File: config.mk
export PLATFORM = sky130hd
export DESIGN_NAME = pipe_stage_reg
export DESIGN_NICKNAME = d
export VERILOG_FILES = /design/src/rtl/pipe_pkg.sv /design/src/rtl/sat_counter.sv /design/src/rtl/pipe_stage_reg.sv
export SDC_FILE = /design/constraint.sdc
export NUM_CORES = 1
export LEC_CHECK = 0
export ABC_AREA = 1
export BUFFER_PORTS_ARGS = -buffer_cell sky130_fd_sc_hd__buf_2
export CAP_MARGIN = 15
export CORE_UTILIZATION = 51
export CTS_CLUSTER_SIZE = 10
export DETAILED_ROUTE_END_ITERATION = 10
export GPL_ROUTABILITY_DRIVEN = 0
export GPL_TIMING_DRIVEN = 0
export PLACE_DENSITY = 0.86
export SYNTH_ARGS = -nofsm -noshare
export SYNTH_HDL_FRONTEND = slang
export SYNTH_HIERARCHICAL = 1
export SYNTH_SLANG_ARGS = --single-unit
File: constraint.sdc
create_clock -name clk -period 3.7 [get_ports clk]
set_clock_uncertainty 0.1 [all_clocks]
set_input_delay 0.185 -clock clk [delete_from_list [all_inputs] [get_ports clk]]
set_output_delay 0.185 -clock clk [all_outputs]
set_load 0.05 [all_outputs]
File: src/rtl/pipe_pkg.sv
// Shared types and constants for the elastic pipeline registers of the 5-stage MIPS core.
// Holds the stage occupancy encoding used by pipe_stage_reg.
package pipe_pkg;

    typedef enum logic [1:0] {
        EMPTY = 2'd0,
        ONE   = 2'd1,
        FULL  = 2'd2
    } pipe_state_t;

    // Encoding of a MIPS NOP (sll $0,$0,0); flushed instruction slots collapse to this.
    localparam logic [31:0] NOP_INST = 32'h0000_0000;

endpackage

File: src/rtl/sat_counter.sv
// Saturating up-counter used for the optional pipeline stage performance counters.
// Counts cycles with inc=1 and sticks at all-ones instead of wrapping.
module sat_counter #(
    parameter int W = 32
) (
    input  logic         clk,
    input  logic         rst,
    input  logic         inc,
    output logic [W-1:0] value
);

    localparam logic [W-1:0] ONE_VAL = {{(W-1){1'b0}}, 1'b1};
    localparam logic [W-1:0] MAX_VAL = {W{1'b1}};

    always_ff @(posedge clk or posedge rst) begin
        if (rst) begin
            value <= '0;
        end else if (inc && (value != MAX_VAL)) begin
            value <= value + ONE_VAL;
        end
    end

endmodule

File: src/rtl/pipe_stage_reg.sv
// Elastic 2-entry skid-buffer pipeline register with valid/ready handshake and synchronous flush.
// Optional performance counters (stall_cnt, flush_cnt) are built when PIPE_STAGE_PERF_EN is defined.
//
// Handshake: a payload moves across a port only in a cycle where both valid and ready are high
// at the rising clock edge; valid must be held with stable data until accepted, and ready here is
// a pure function of the state flop so it never depends combinationally on out_ready.
module pipe_stage_reg
    import pipe_pkg::*;
#(
    parameter int                 DATA_W     = 64,
    parameter logic [DATA_W-1:0]  FLUSH_DATA = '0
) (
    input  logic              clk,
    input  logic              rst,
    input  logic              in_valid,
    output logic              in_ready,
    input  logic [DATA_W-1:0] in_data,
    input  logic              flush,
    output logic              out_valid,
    input  logic              out_ready,
    output logic [DATA_W-1:0] out_data
`ifdef PIPE_STAGE_PERF_EN
    ,
    output logic [31:0]       stall_cnt,
    output logic [31:0]       flush_cnt
`endif
);

    pipe_state_t       state_q, state_d;
    logic [DATA_W-1:0] main_q, main_d;
    logic [DATA_W-1:0] skid_q, skid_d;
    logic              in_fire;
    logic              out_fire;

    assign in_ready  = (state_q != FULL);
    assign out_valid = (state_q != EMPTY);
    assign out_data  = main_q;

    assign in_fire  = in_valid & in_ready;
    assign out_fire = out_valid & out_ready;

    always_ff @(posedge clk or posedge rst) begin
        if (rst) begin
            state_q <= EMPTY;
            main_q  <= FLUSH_DATA;
            skid_q  <= FLUSH_DATA;
        end else begin
            state_q <= state_d;
            main_q  <= main_d;
            skid_q  <= skid_d;
        end
    end

    always_comb begin
        state_d = state_q;
        main_d  = main_q;
        skid_d  = skid_q;

        if (flush) begin
            // Any coincident out_fire has already been seen downstream; only held data dies.
            state_d = EMPTY;
            main_d  = FLUSH_DATA;
            skid_d  = FLUSH_DATA;
        end else begin
            unique case (state_q)
                EMPTY: begin
                    if (in_fire) begin
                        state_d = ONE;
                        main_d  = in_data;
                    end
                end
                ONE: begin
                    if (in_fire && out_fire) begin
                        main_d = in_data;
                    end else if (in_fire) begin
                        state_d = FULL;
                        skid_d  = in_data;
                    end else if (out_fire) begin
                        state_d = EMPTY;
                        main_d  = FLUSH_DATA;
                    end
                end
                FULL: begin
                    // in_ready is low here, so only the drain side can move.
                    if (out_fire) begin
                        state_d = ONE;
                        main_d  = skid_q;
                        skid_d  = FLUSH_DATA;
                    end
                end
                default: begin
                    state_d = EMPTY;
                    main_d  = FLUSH_DATA;
                    skid_d  = FLUSH_DATA;
                end
            endcase
        end
    end

`ifdef PIPE_STAGE_PERF_EN
    logic stall_inc;
    logic flush_inc;

    assign stall_inc = out_valid & ~out_ready;
    assign flush_inc = flush & (state_q != EMPTY);

    sat_counter #(.W(32)) u_stall_cnt (
        .clk   (clk),
        .rst   (rst),
        .inc   (stall_inc),
        .value (stall_cnt)
    );

    sat_counter #(.W(32)) u_flush_cnt (
        .clk   (clk),
        .rst   (rst),
        .inc   (flush_inc),
        .value (flush_cnt)
    );
`else
    // No counters in this build; the datapath above is unchanged.
`endif

endmodule

==> results.yml <==
floorplan:
  pin_count: 135
  die-height_um: 123
  start_util_pct: 53.0
  die_area_sq_mm: 0.0151
  coreArea_sq_mm: 0.0140
  fp.dieW_um: 123
  rows: 43
yosys:
  synth_common_cells: "nand2_1, dfrtp_1, inv_1, nand3_1, nor2_1"
  synth_top_family_by_area: "simple AND/OR/NAND/NOR gates"
  synth_area_sq_mm: 0.00744
  synth-seq-cells: 130
  yosysUniqueCellTypes: 18
  synth_cells: 1146
  synth_top_cell_by_area: "dfrtp_1"
  synth.yosys.seq_area_share_pct: 43.7
  synth_fa_ha_area_share_pct: 0
  yosysMostFrequentCell: "nand2_1"
  syn_nets: 1215
  synth-compound-area-share_pct: 0.168
  yosys_warnings: 6
  ys_top_cells_by_area: "dfrtp_1, nand2_1, nand3_1, inv_1, nor3_1"
  synth_top_cell_area_share_pct: 43.7
  syn_area_per_cell_sq_um: 6.49
  synth_xor_area_share_pct: 0
  muxShareOfSynthArea_pct: 0
  synth_ff_type: "dfrtp_1"
  synth-edff-count: 0
  synthSimpleGateAreaFrac_pct: 44.8
  synthArstFlopShare_pct: 100
power_and_ir_drop:
  p_int_mw: 3.04
  sw_frac_of_total_pct: 36.5
  switching_power_mw: 1.75
  pwr-share-clk_pct: 36.3
  power.total_mw: 4.79
  p_per_area_mw_per_mm2: 524
  max-vdd-ir-drop_uv: 304
  seq_power_share_pct: 34.6
  combPwrFrac_pct: 29.1
  total_leakage_power_nw: 5.62
run:
  cap_violations: 0
setup_path:
  path_cells: "buf_4 -> nor2_2 -> buf_2 -> inv_1 -> buf_2"
  crit_required_ns: 3.41
  cpMaxStageDelayCell: "dfrtp_1"
  worst_path_largest_cell_delay_ns: 0.36
  end_kind: "primary output"
  r2r-end: "out_data[13]"
  r2r_slack_ns: 1.77
  crit_arrival_ns: 1.92
  path_class: "register to primary output"
  crit_fanout: 10
  r2r_start: "state_q[0]"
  startpoint_type: "register"
  r2r_cells: 9
  worst_path_most_repeated_cell: "buf_2"
final_layout:
  num_antenna_cells: 0
  nFillCells: 1203
  fin_area_sq_mm: 0.00916
  final_util_pct: 65.2
  area_growth_pct: 23.1
  layout-drive-gt1-share_pct: 17.1
  final_nets: 1385
route:
  via_count: 7869
  drc: 0
  drt_iter0_drc: 842
  drtPass1Iterations: 9
  antenna_left: 0
  via_per_inst: 5.21
  drt-wirelength-per-cell_um: 14.5
  wl_mm: 21.8
clock_tree:
  cts_root_buf: "clkbuf_16"
  numClockSinks: 130
  htreeDepth: 4
  post-cts-setup-buffers: 0
  ctsLongestPathBuffers: 2
  clk_pin_slew_worst_paths_ns: 0.06
  cts_buffers: 17
  cts_tree: "built"
  insertion_delay_ns: 0.44
timing:
  min_period_over_period_pct: 59.5
  fmax_mhz: 454
  rsz0062_at_grt: "no"
  fin_ws_ns: 1.50
  tightestPinTransition_ns: 0.849
  period_minus_slack_ns: 2.20
  setup_viol: 0
  hold_ws_ns: -0.000230
  hold_violations: 1
  slew_viol_final: 0
  relSlewSlack_pct: 43.4
  fin_tns_setup_ns: 0
place:
  port_buffers: 134
  pre_cts_slack_ns: 1.88
  place_area_sq_mm: 0.00842
  hpwl_mm: 14.9
global_route:
  grt_pass1_wl_mm: 35.4
  grt-ovfl-total: 0
  track_usage_pct: 30.8
  antenna_found_initial: 0
  grt_max_degree: 30
  grt_pass1_vias: 7516
min_path:
  min_from: "in_data[0]"
  hp-class: "input port to register"
  whs_endpoint: "skid_q[0]"
  holdPathStages: 5
status:
  violations: "negative hold slack"
  outcome: "finished, violations left"
-- registers in the layout (all words and copies together) (netlist names) --
name      flops
skid_q       64
state_q       2
out_data     64
-- routing by layer --
metal  global-route usage [%]  share of wire, %  up-vias
met4                     15.9               3.4        0
met1                     39.9                41     3599
met5                        0                 0        -
li1                         -                 -     3804
met2                     48.4                46      398
met3                     6.83               9.0       68
-- cell usage in the layout (no fill, tap or decap) --
cell / n
buf_1: 4
buf_12: 4
buf_2: 164
buf_4: 10
buf_6: 6
bufinv_16: 3
clkbuf_1: 28
clkbuf_16: 17
clkbuf_8: 3
clkinv_2: 3
clkinv_4: 1
clkinvlp_4: 3
dfrtp_1: 130
dlygate4sd3_1: 13
inv_1: 112
inv_2: 5
nand2_1: 567
nand2_2: 2
nand2_4: 1
nand3_1: 110
nor2_1: 72
nor2_2: 4
nor2_4: 1
nor3_1: 64
o21ai_1: 1
o31ai_1: 1
-- logic make-up after synthesis --
kind of cell | count (synthesis)
compound gates | 2
flops | 130
simple gates | 821
buf+inv | 193
-- stage by stage --
stage,std cells,hold WS (ns)
CTS,1509,0.000471
global route,1509,0.0232
detailed placement,1464,0.176
floorplan,1146,0.244
finish,1509,-0.000230
global placement,1460,0.359
-- worst max-delay path by stage --
stage                   endpoint  cells past startpoint       start  slack, ns
floorplan            out_data[0]                      1         rst       1.81
global placement     out_data[5]                      2         rst       0.94
detailed placement  out_data[13]                      9  state_q[0]       1.88
CTS                    out_valid                      5  state_q[0]       1.50
global route           out_valid                      5  state_q[0]       1.46
finish                 out_valid                      5  state_q[0]       1.50
-- timing repair --
item,in CTS,in global routing
endpoints found under the hold margin,37,0
resized for setup,0,0
hold buffers,13,0
-- layout make-up --
| class | count | area (sq um) | area share (%) |
|---|---|---|---|
| inverter | 118 | 447 | 4.88 |
| clock inverter | 9 | 129 | 1.41 |
| tap | 180 | 225 | 2.46 |
| multi-input combinational | 823 | 3340 | 36.5 |
| timing repair buffer | 151 | 881 | 9.62 |
| buffer | 75 | 402 | 4.39 |
| clock buffer | 23 | 478 | 5.22 |
| sequential | 130 | 3250 | 35.5 |
-- worst max-delay path, delay by kind of cell, from the launching register on --
| family | cells | cell delay (ns) |
|---|---|---|
| and+or+nand+nor | 1 | 0.36 |
| DFF | 1 | 0.36 |
| buffers and inverters | 4 | 0.75 |
-- power by group through the flow --
stage	clock [mW]	combinational (mW)	sequential, mW
floorplan	0	0.647	2.00
global placement	0	1.33	1.68
detailed placement	0	1.36	1.68
CTS	1.75	1.38	1.66
global route	1.82	1.51	1.68
finish	1.74	1.39	1.66
(Power assumes the default switching activity.)
